**src/rtl/firebird7_in_gate1_tessent_tdr_w19_ctrl.sv**
```systemverilog
// IJTAG test data register driving the select and data inputs of the gate1 19-bit data mux.
// Build option: define FIREBIRD7_TDR_FUNC_CAPTURE_EN to capture functional_data_in (default: update-stage readback).
module firebird7_in_gate1_tessent_tdr_w19_ctrl #(
    parameter int unsigned       DATA_W     = 19,
    parameter logic [DATA_W-1:0] RESET_DATA = '0,
    parameter logic              RESET_SEL  = 1'b0
) (
    input  logic              ijtag_tck,
    input  logic              ijtag_reset,
    input  logic              ijtag_sel,
    input  logic              ijtag_ce,
    input  logic              ijtag_se,
    input  logic              ijtag_ue,
    input  logic              ijtag_si,
    output logic              ijtag_so,
    input  logic [DATA_W-1:0] functional_data_in,
    output logic [DATA_W-1:0] ijtag_data_out,
    output logic              ijtag_select_out,
    output logic              update_strobe
);

    logic [DATA_W:0]   shift_reg_q, shift_reg_d;
    logic              upd_sel_q, upd_sel_d;
    logic [DATA_W-1:0] upd_data_q, upd_data_d;
    logic              update_strobe_q, update_strobe_d;
    logic [DATA_W-1:0] capture_data;
    logic              do_capture, do_shift, do_update;

    // Only one operation per cycle: capture beats shift, shift beats update.
    assign do_capture = ijtag_sel & ijtag_ce;
    assign do_shift   = ijtag_sel & ijtag_se & ~ijtag_ce;
    assign do_update  = ijtag_sel & ijtag_ue & ~ijtag_ce & ~ijtag_se;

`ifdef FIREBIRD7_TDR_FUNC_CAPTURE_EN
    assign capture_data = functional_data_in;
`else
    logic unused_functional_data;
    assign unused_functional_data = ^functional_data_in;
    assign capture_data           = upd_data_q;
`endif

    always_comb begin
        shift_reg_d     = shift_reg_q;
        upd_sel_d       = upd_sel_q;
        upd_data_d      = upd_data_q;
        update_strobe_d = 1'b0;
        if (do_capture) begin
            shift_reg_d = {upd_sel_q, capture_data};
        end else if (do_shift) begin
            shift_reg_d = {ijtag_si, shift_reg_q[DATA_W:1]};
        end else if (do_update) begin
            upd_sel_d       = shift_reg_q[DATA_W];
            upd_data_d      = shift_reg_q[DATA_W-1:0];
            update_strobe_d = 1'b1;
        end
    end

    always_ff @(posedge ijtag_tck) begin
        if (ijtag_reset) begin
            shift_reg_q     <= '0;
            upd_sel_q       <= RESET_SEL;
            upd_data_q      <= RESET_DATA;
            update_strobe_q <= 1'b0;
        end else begin
            shift_reg_q     <= shift_reg_d;
            upd_sel_q       <= upd_sel_d;
            upd_data_q      <= upd_data_d;
            update_strobe_q <= update_strobe_d;
        end
    end

    // The mux only ever sees the update stage, never the shift path.
    assign ijtag_so         = shift_reg_q[0];
    assign ijtag_data_out   = upd_data_q;
    assign ijtag_select_out = upd_sel_q;
    assign update_strobe    = update_strobe_q;

endmodule

```
**config.mk**
```make
export PLATFORM = sky130hd
export DESIGN_NAME = firebird7_in_gate1_tessent_tdr_w19_ctrl
export DESIGN_NICKNAME = d
export VERILOG_FILES = /design/src/rtl/firebird7_in_gate1_tessent_tdr_w19_ctrl.sv
export SDC_FILE = /design/constraint.sdc
export NUM_CORES = 1
export LEC_CHECK = 0
export BUFFER_PORTS_ARGS = -buffer_cell sky130_fd_sc_hd__buf_2
export CORE_MARGIN = 2
export CORE_UTILIZATION = 45
export DETAILED_ROUTE_END_ITERATION = 10
export GPL_TIMING_DRIVEN = 0
export PLACE_DENSITY = 0.74
export SETUP_SLACK_MARGIN = 0.15
export SLEW_MARGIN = 20
export SYNTH_ARGS = -nofsm -noshare
export SYNTH_HDL_FRONTEND = slang
export SYNTH_SLANG_ARGS = --single-unit
```
**constraint.sdc**
```tcl
create_clock -name ijtag_tck -period 0.8 [get_ports ijtag_tck]
set_input_delay 0.16 -clock ijtag_tck [delete_from_list [all_inputs] [get_ports ijtag_tck]]
set_output_delay 0.16 -clock ijtag_tck [all_outputs]
set_load 0.05 [all_outputs]
```
==> impl_metrics.py, run 1 <==
metrics = {
    "cts": {
        "cts_root_buf": "clkbuf_4",
        "cts_buffers": 5,
        "cts.sinks": 41,
        "cts_tree": "yes",
        "clock_latency_ns": 0.34,
        "clockBufferDepth": 2,
        "clk_pin_slew_worst_paths_ns": 0.12,
        "cts_hold_buf": 0,
        "htree_levels": 2,
    },
    "critical_path": {
        "ff2ff_path_depth": 5,
        "cp.required_ns": 0.64,
        "cp_num_buf_inv": 1,
        "arrival_ns": 0.87,
        "path_max_fanout": 3,
        "regToRegStartpoint": "ijtag_data_out[14]",
        "critPathCaptureType": "output port",
        "slowest_stage": "dfxtp_4",
        "crit_type": "register to output port",
        "path_cells": "buf_8",
        "crit_family": "flip-flops",
        "startpoint_type": "register",
        "slowest_delay_ns": 0.39,
        "r2r_slack_ns": -0.16,
        "rr_endpoint": "shift_reg_q[14]",
    },
    "synth": {
        "synth_top_cell_area_share_pct": 50.5,
        "synth_top_flop_cell": "dfxtp_1",
        "avgSynthCellArea_um2": 8.01,
        "synthArstFlopShare_pct": 0,
        "synthCells": 203,
        "ys_ff_latch": 41,
        "yosysMostFrequentCell": "nand2_1",
        "yosysWarnings": 0,
        "synth_area_mm2": 0.00163,
        "synth_area_leaders": "dfxtp_1, nand2_1, a22o_1",
        "synthTopCellsByCount": "nand2_1, dfxtp_1, a21oi_1, a22o_1, o21ai_0",
        "synth_nets": 229,
        "yosysSeqAreaShare_pct": 50.5,
        "yosysUniqueCellTypes": 13,
        "synth_top_cell_by_area": "dfxtp_1",
        "synth-edff-count": 0,
    },
    "layout": {
        "fillCellCount": 178,
        "layout.nets": 295,
        "drive_gt1_share_pct": 65.2,
        "utilization_pct": 83.3,
        "diodes": 0,
        "seqCellArea_um2": 901,
        "fin_area_mm2": 0.00285,
        "syn2layout_area_growth_pct": 75.1,
        "multi_input_area_mm2": 0.00102,
    },
    "routing": {
        "antenna_left": 0,
        "wl_um": 5450,
        "avgRoutedWirePerCell_um": 17.2,
        "viasPerCell": 5.64,
        "drc_errors": 0,
        "drt_iter0_markers": 119,
        "dr.pass1.iters": 4,
        "num_vias": 1782,
    },
    "timing": {
        "worst_pin_slew_ns": 0.638,
        "rsz0062_at_grt": "true",
        "setup_viol": 45,
        "hold_slack_ns": 0.0283,
        "skew_ns": 0.0115,
        "drv_slew": 0,
        "slew_headroom_pct": 57.5,
        "worst_slack_ns": -0.232,
        "min_period_over_period_pct": 129,
        "finalHoldViolCount": 0,
        "fmax_mhz": 969,
        "finalCriticalPeriod_ns": 1.03,
    },
    "min_path": {
        "min_path_cells": 2,
        "worst_hold_path_type": "input port to register",
        "hold_start": "ijtag_reset",
        "hold_path_end": "ijtag_data_out[18]",
    },
    "floorplan": {
        "ioPinCount": 48,
        "die_area_mm2": 0.00411,
        "core_region_area_mm2": 0.00342,
        "rows": 21,
        "die_y_um": 64.1,
        "dieWidth_um": 64.1,
        "initial_core_util_pct": 47.6,
    },
    "global_route": {
        "grt_overflow": 0,
        "grt_max_degree": 13,
        "grt_pass1_wl_um": 7880,
        "grt_pass1_vias": 1655,
        "antenna_found_initial": 0,
        "grtUsageTotal_pct": 24.5,
    },
    "status": {
        "violations": "setup timing",
        "status": "finished, violations left",
    },
    "power_and_ir_drop": {
        "p_per_area_mw_per_mm2": 1140,
        "vdd_ir_drop_max_v": 0.00138,
        "leakage_nw": 1.15,
    },
    "placement": {
        "placed_area_mm2": 0.00191,
        "dpl.hpwl_um": 2510,
        "place.gp.congestion": 0.811,
        "dp_slack_ns": -0.356,
        "io_buffers": 28,
    },
    "run": {
        "drv_cap": 0,
    },
}
## kinds of logic after synthesis
kind of cell           synth area share (%)
AOI/OAI and AO/OA                      23.6
and+or+nand+nor                        20.8
DFF                                    50.5
buffers and inverters                  5.16
## stage by stage
step | std cells | total power [mW] | setup TNS, ns
floorplan | 203 | 2.14 | -0.0828
global placement | 277 | 2.21 | -10.18
detailed placement | 277 | 2.22 | -10.82
CTS | 309 | 3.19 | -5.81
global route | 316 | 3.34 | -7.56
finish | 316 | 3.24 | -6.32
## worst max path at each step
stage,start,to,slack (ns),cells past startpoint
finish,ijtag_data_out[18],ijtag_data_out[18],-0.23,1
global route,ijtag_data_out[18],ijtag_data_out[18],-0.25,1
CTS,ijtag_data_out[18],ijtag_data_out[18],-0.22,1
detailed placement,ijtag_ce,shift_reg_q[3],-0.36,4
global placement,ijtag_ce,shift_reg_q[17],-0.34,4
floorplan,ijtag_data_out[2],shift_reg_q[2],-0.02,3
## report_power, final
group | total (mW) | switching (mW) | internal, mW
Clock | 0.973 | 0.634 | 0.339
Combinational | 0.286 | 0.200 | 0.0855
Sequential | 1.98 | 0.00310 | 1.98
## metal layers
metal	wire, um	vias to the layer above	share of wire (%)	GRT usage (%)
li1	-	826	-	-
met1	2220	877	41	31.2
met2	2810	63	52	41.5
met3	290	16	5.3	4.75
met4	122	0	2.2	7.98
met5	0	-	0	0
## state kept, by name, indices dropped and copies added (netlist names)
signal and flops:
shift_reg_q 20, ijtag_select_out 1, ijtag_data_out 19, update_strobe 1
## cell usage in the layout (no fill, tap or decap), drive strengths merged
cell type	instances
buf	70
and4bb	1
nor2b	1
o21ai	20
nand2	80
nand4bb	1
a22o	20
o21a	1
nor2	2
clkinv	1
a21oi	20
clkbuf	12
dfxtp	41
## timing repair
action	CTS	global route
endpoints found under the setup margin	62	62
buffers inserted	22	7
gates cloned	2	0
pin swaps	19	22
gates resized for setup	145	71
## final cells by class
class                      count  area share, %
buffer                        16           3.82
clock buffer                   7           1.58
clock inverter                 1          0.132
multi-input combinational    146           35.7
sequential                    41           31.6
tap                           46           2.02
timing repair buffer          59           25.1
Power figures use the tool's default switching activity.
==> inputs of run 2 (changes only) <==
--- a/config.mk
+++ b/config.mk
@@ -11,6 +11,7 @@
 export DETAILED_ROUTE_END_ITERATION = 10
 export GPL_TIMING_DRIVEN = 0
 export PLACE_DENSITY = 0.74
+export REMOVE_ABC_BUFFERS = 1
 export SETUP_SLACK_MARGIN = 0.15
 export SLEW_MARGIN = 20
 export SYNTH_ARGS = -nofsm -noshare
==> run 2 against run 1 <==
  * The run still ends with setup timing left
  * Sequential power increased by 3%
  * Non-clock buffer count down 8
  * Critical path type unchanged
  * First-iteration DRC count increased by 71%
  * Routed wire length rose by 28%
  * Clock power grew 13%
==> impl_metrics.py, run 2 (synthesis results as in run 1) <==
metrics = {
    "status": {
        "status": "finished, violations left",
        "violations": "setup timing",
    },
    "min_path": {
        "min_path_cells": 4,
        "worst_hold_path_type": "input port to register",
    },
    "power_and_ir_drop": {
        "leakage_nw": 1.16,
        "p_total_mw": 3.53,
        "internal_power_mw": 2.59,
        "p_clk_share_pct": 31.1,
        "vdd_ir_drop_max_v": 0.00106,
        "p_sw_share_pct": 26.6,
        "power_frac_seq_pct": 58.0,
        "p_sw_uw": 937,
        "pwr-share-comb_pct": 10.9,
        "p_per_area_mw_per_mm2": 1170,
    },
    "routing": {
        "num_vias": 1960,
        "drt_iter0_markers": 204,
        "antenna_left": 0,
        "drc_errors": 0,
        "dr.pass1.iters": 4,
        "viasPerCell": 6.18,
        "wl_um": 6950,
        "avgRoutedWirePerCell_um": 21.9,
    },
    "floorplan": {
        "core_region_area_mm2": 0.00342,
        "ioPinCount": 48,
        "die_area_mm2": 0.00411,
        "rows": 21,
        "die_y_um": 64.1,
        "dieWidth_um": 64.1,
        "initial_core_util_pct": 47.6,
    },
    "layout": {
        "layout_commonest_cell": "nand2_1",
        "mostFrequentLayoutCells": "nand2_1, buf_6, dfxtp_2",
        "syn2layout_area_growth_pct": 85.5,
        "largest_reg_flops": 20,
        "utilization_pct": 88.2,
        "layout.nets": 297,
        "regMostFlops": "shift_reg_q",
        "diodes": 0,
        "fillCellCount": 139,
        "drive_gt1_share_pct": 66.8,
    },
    "timing": {
        "skew_ns": 0.00369,
        "fmax_mhz": 950,
        "min_period_over_period_pct": 132,
        "drv_slew": 0,
        "hold_slack_ns": 0.192,
        "finalCriticalPeriod_ns": 1.05,
        "worst_slack_ns": -0.252,
        "worst_pin_slew_ns": 0.515,
        "slew_headroom_pct": 65.7,
        "finalHoldViolCount": 0,
        "rsz0062_at_grt": "true",
        "tns_ns": -8.57,
        "setup_viol": 51,
    },
    "cts": {
        "cts_tree": "yes",
        "clock_latency_ns": 0.36,
        "clockBufferDepth": 2,
        "cts_hold_buf": 0,
        "cts_buffers": 5,
        "htree_levels": 2,
        "clk_pin_slew_worst_paths_ns": 0.12,
        "cts_root_buf": "clkbuf_4",
        "cts.sinks": 41,
    },
    "placement": {
        "dpl.hpwl_um": 2090,
        "io_buffers": 28,
        "place.gp.congestion": 0.721,
    },
    "critical_path": {
        "slowest_stage": "dfxtp_2",
        "cp.required_ns": 0.64,
        "ff2ff_path_depth": 5,
        "slowest_delay_ns": 0.38,
        "critPathCaptureType": "output port",
        "cp_num_buf_inv": 1,
        "crit_family": "flip-flops",
        "startpoint_type": "register",
        "path_cells": "buf_8",
        "cp.depth": 1,
        "path_max_fanout": 2,
        "arrival_ns": 0.89,
        "crit_type": "register to output port",
    },
    "global_route": {
        "top_usage_layer": "met2",
        "grt_overflow": 0,
        "use_met2_pct": 45.8,
        "grt_pass1_wl_um": 8510,
        "grt_max_degree": 50,
        "antenna_found_initial": 0,
        "use_met1_pct": 33.6,
        "grtUsageTotal_pct": 27.1,
        "grt_use_met3_pct": 6.16,
        "grt_pass1_vias": 1760,
    },
    "run": {
        "drv_cap": 0,
    },
}
-- run 2: changes by cell type in the layout (fill, tap and decap cells not counted), moves of 4 or more --
cell      before  now
buf_2          9    1
buf_6         31   35
clkbuf_2       4    0
dfxtp_1       17   11
dfxtp_2        4   30
dfxtp_4       20    0
nand2_1       35   45
nand2_2       32   24
nor2_4         0    4
-- run 2: repair_timing --
| item | in CTS | in global routing |
|---|---|---|
| gates cloned | 10 | 2 |
| pin swaps | 22 | 26 |
| setup endpoints to repair | 63 | 62 |
| buffers inserted | 26 | 11 |
| gates resized for setup | 166 | 86 |
-- run 2: worst paths after layout --
kind | from | endpoint | slack, ns
max | ijtag_data_out[2] | ijtag_data_out[2] | -0.25
min | ijtag_ce | shift_reg_q[10] | 0.19
max reg2reg | ijtag_data_out[7] | shift_reg_q[7] | -0.22
min reg2reg | shift_reg_q[14] | ijtag_data_out[14] | 0.48
-- run 2: cell type report --
cell class / count / area [um2] / area share (%)
Clock buffer: 7 / 55.1 / 1.83
Multi-Input combinational cell: 156 / 1190 / 39.4
Sequential cell: 41 / 858 / 28.5
Tap cell: 46 / 57.6 / 1.91
Timing Repair Buffer: 67 / 857 / 28.4
-- run 2: power by group through the flow --
stage               combinational [mW]  clock, mW  sequential, mW
floorplan                       0.0464          0            2.09
global placement                 0.146          0            2.09
detailed placement               0.150          0            2.09
CTS                              0.289       1.05            2.04
global route                     0.391       1.17            2.04
finish                           0.385       1.10            2.04
-- run 2: per-layer routing --
metal	routed length [um]	share of wire, %	vias up
met2	3370	49	144
met1	2660	38	936
li1	-	-	850
met4	230	3.3	0
met5	0	0	-
met3	686	9.9	30
-- run 2: per-stage QoR --
step / instances / area (um2) / setup WS (ns)
finish: 317 / 3010 / -0.252
global route: 317 / 3010 / -0.280
CTS: 304 / 2580 / -0.224
detailed placement: 261 / 1740 / -1.15
global placement: 261 / 1740 / -1.27
floorplan: 187 / 1540 / -0.485
-- run 2: tightest hold or removal path: cells and delay by family --
kind,cells,cell delay (ns)
AOI/OAI and AO/OA,2,0.18
buffers and inverters,1,0.12
and+or+nand+nor,1,0.06
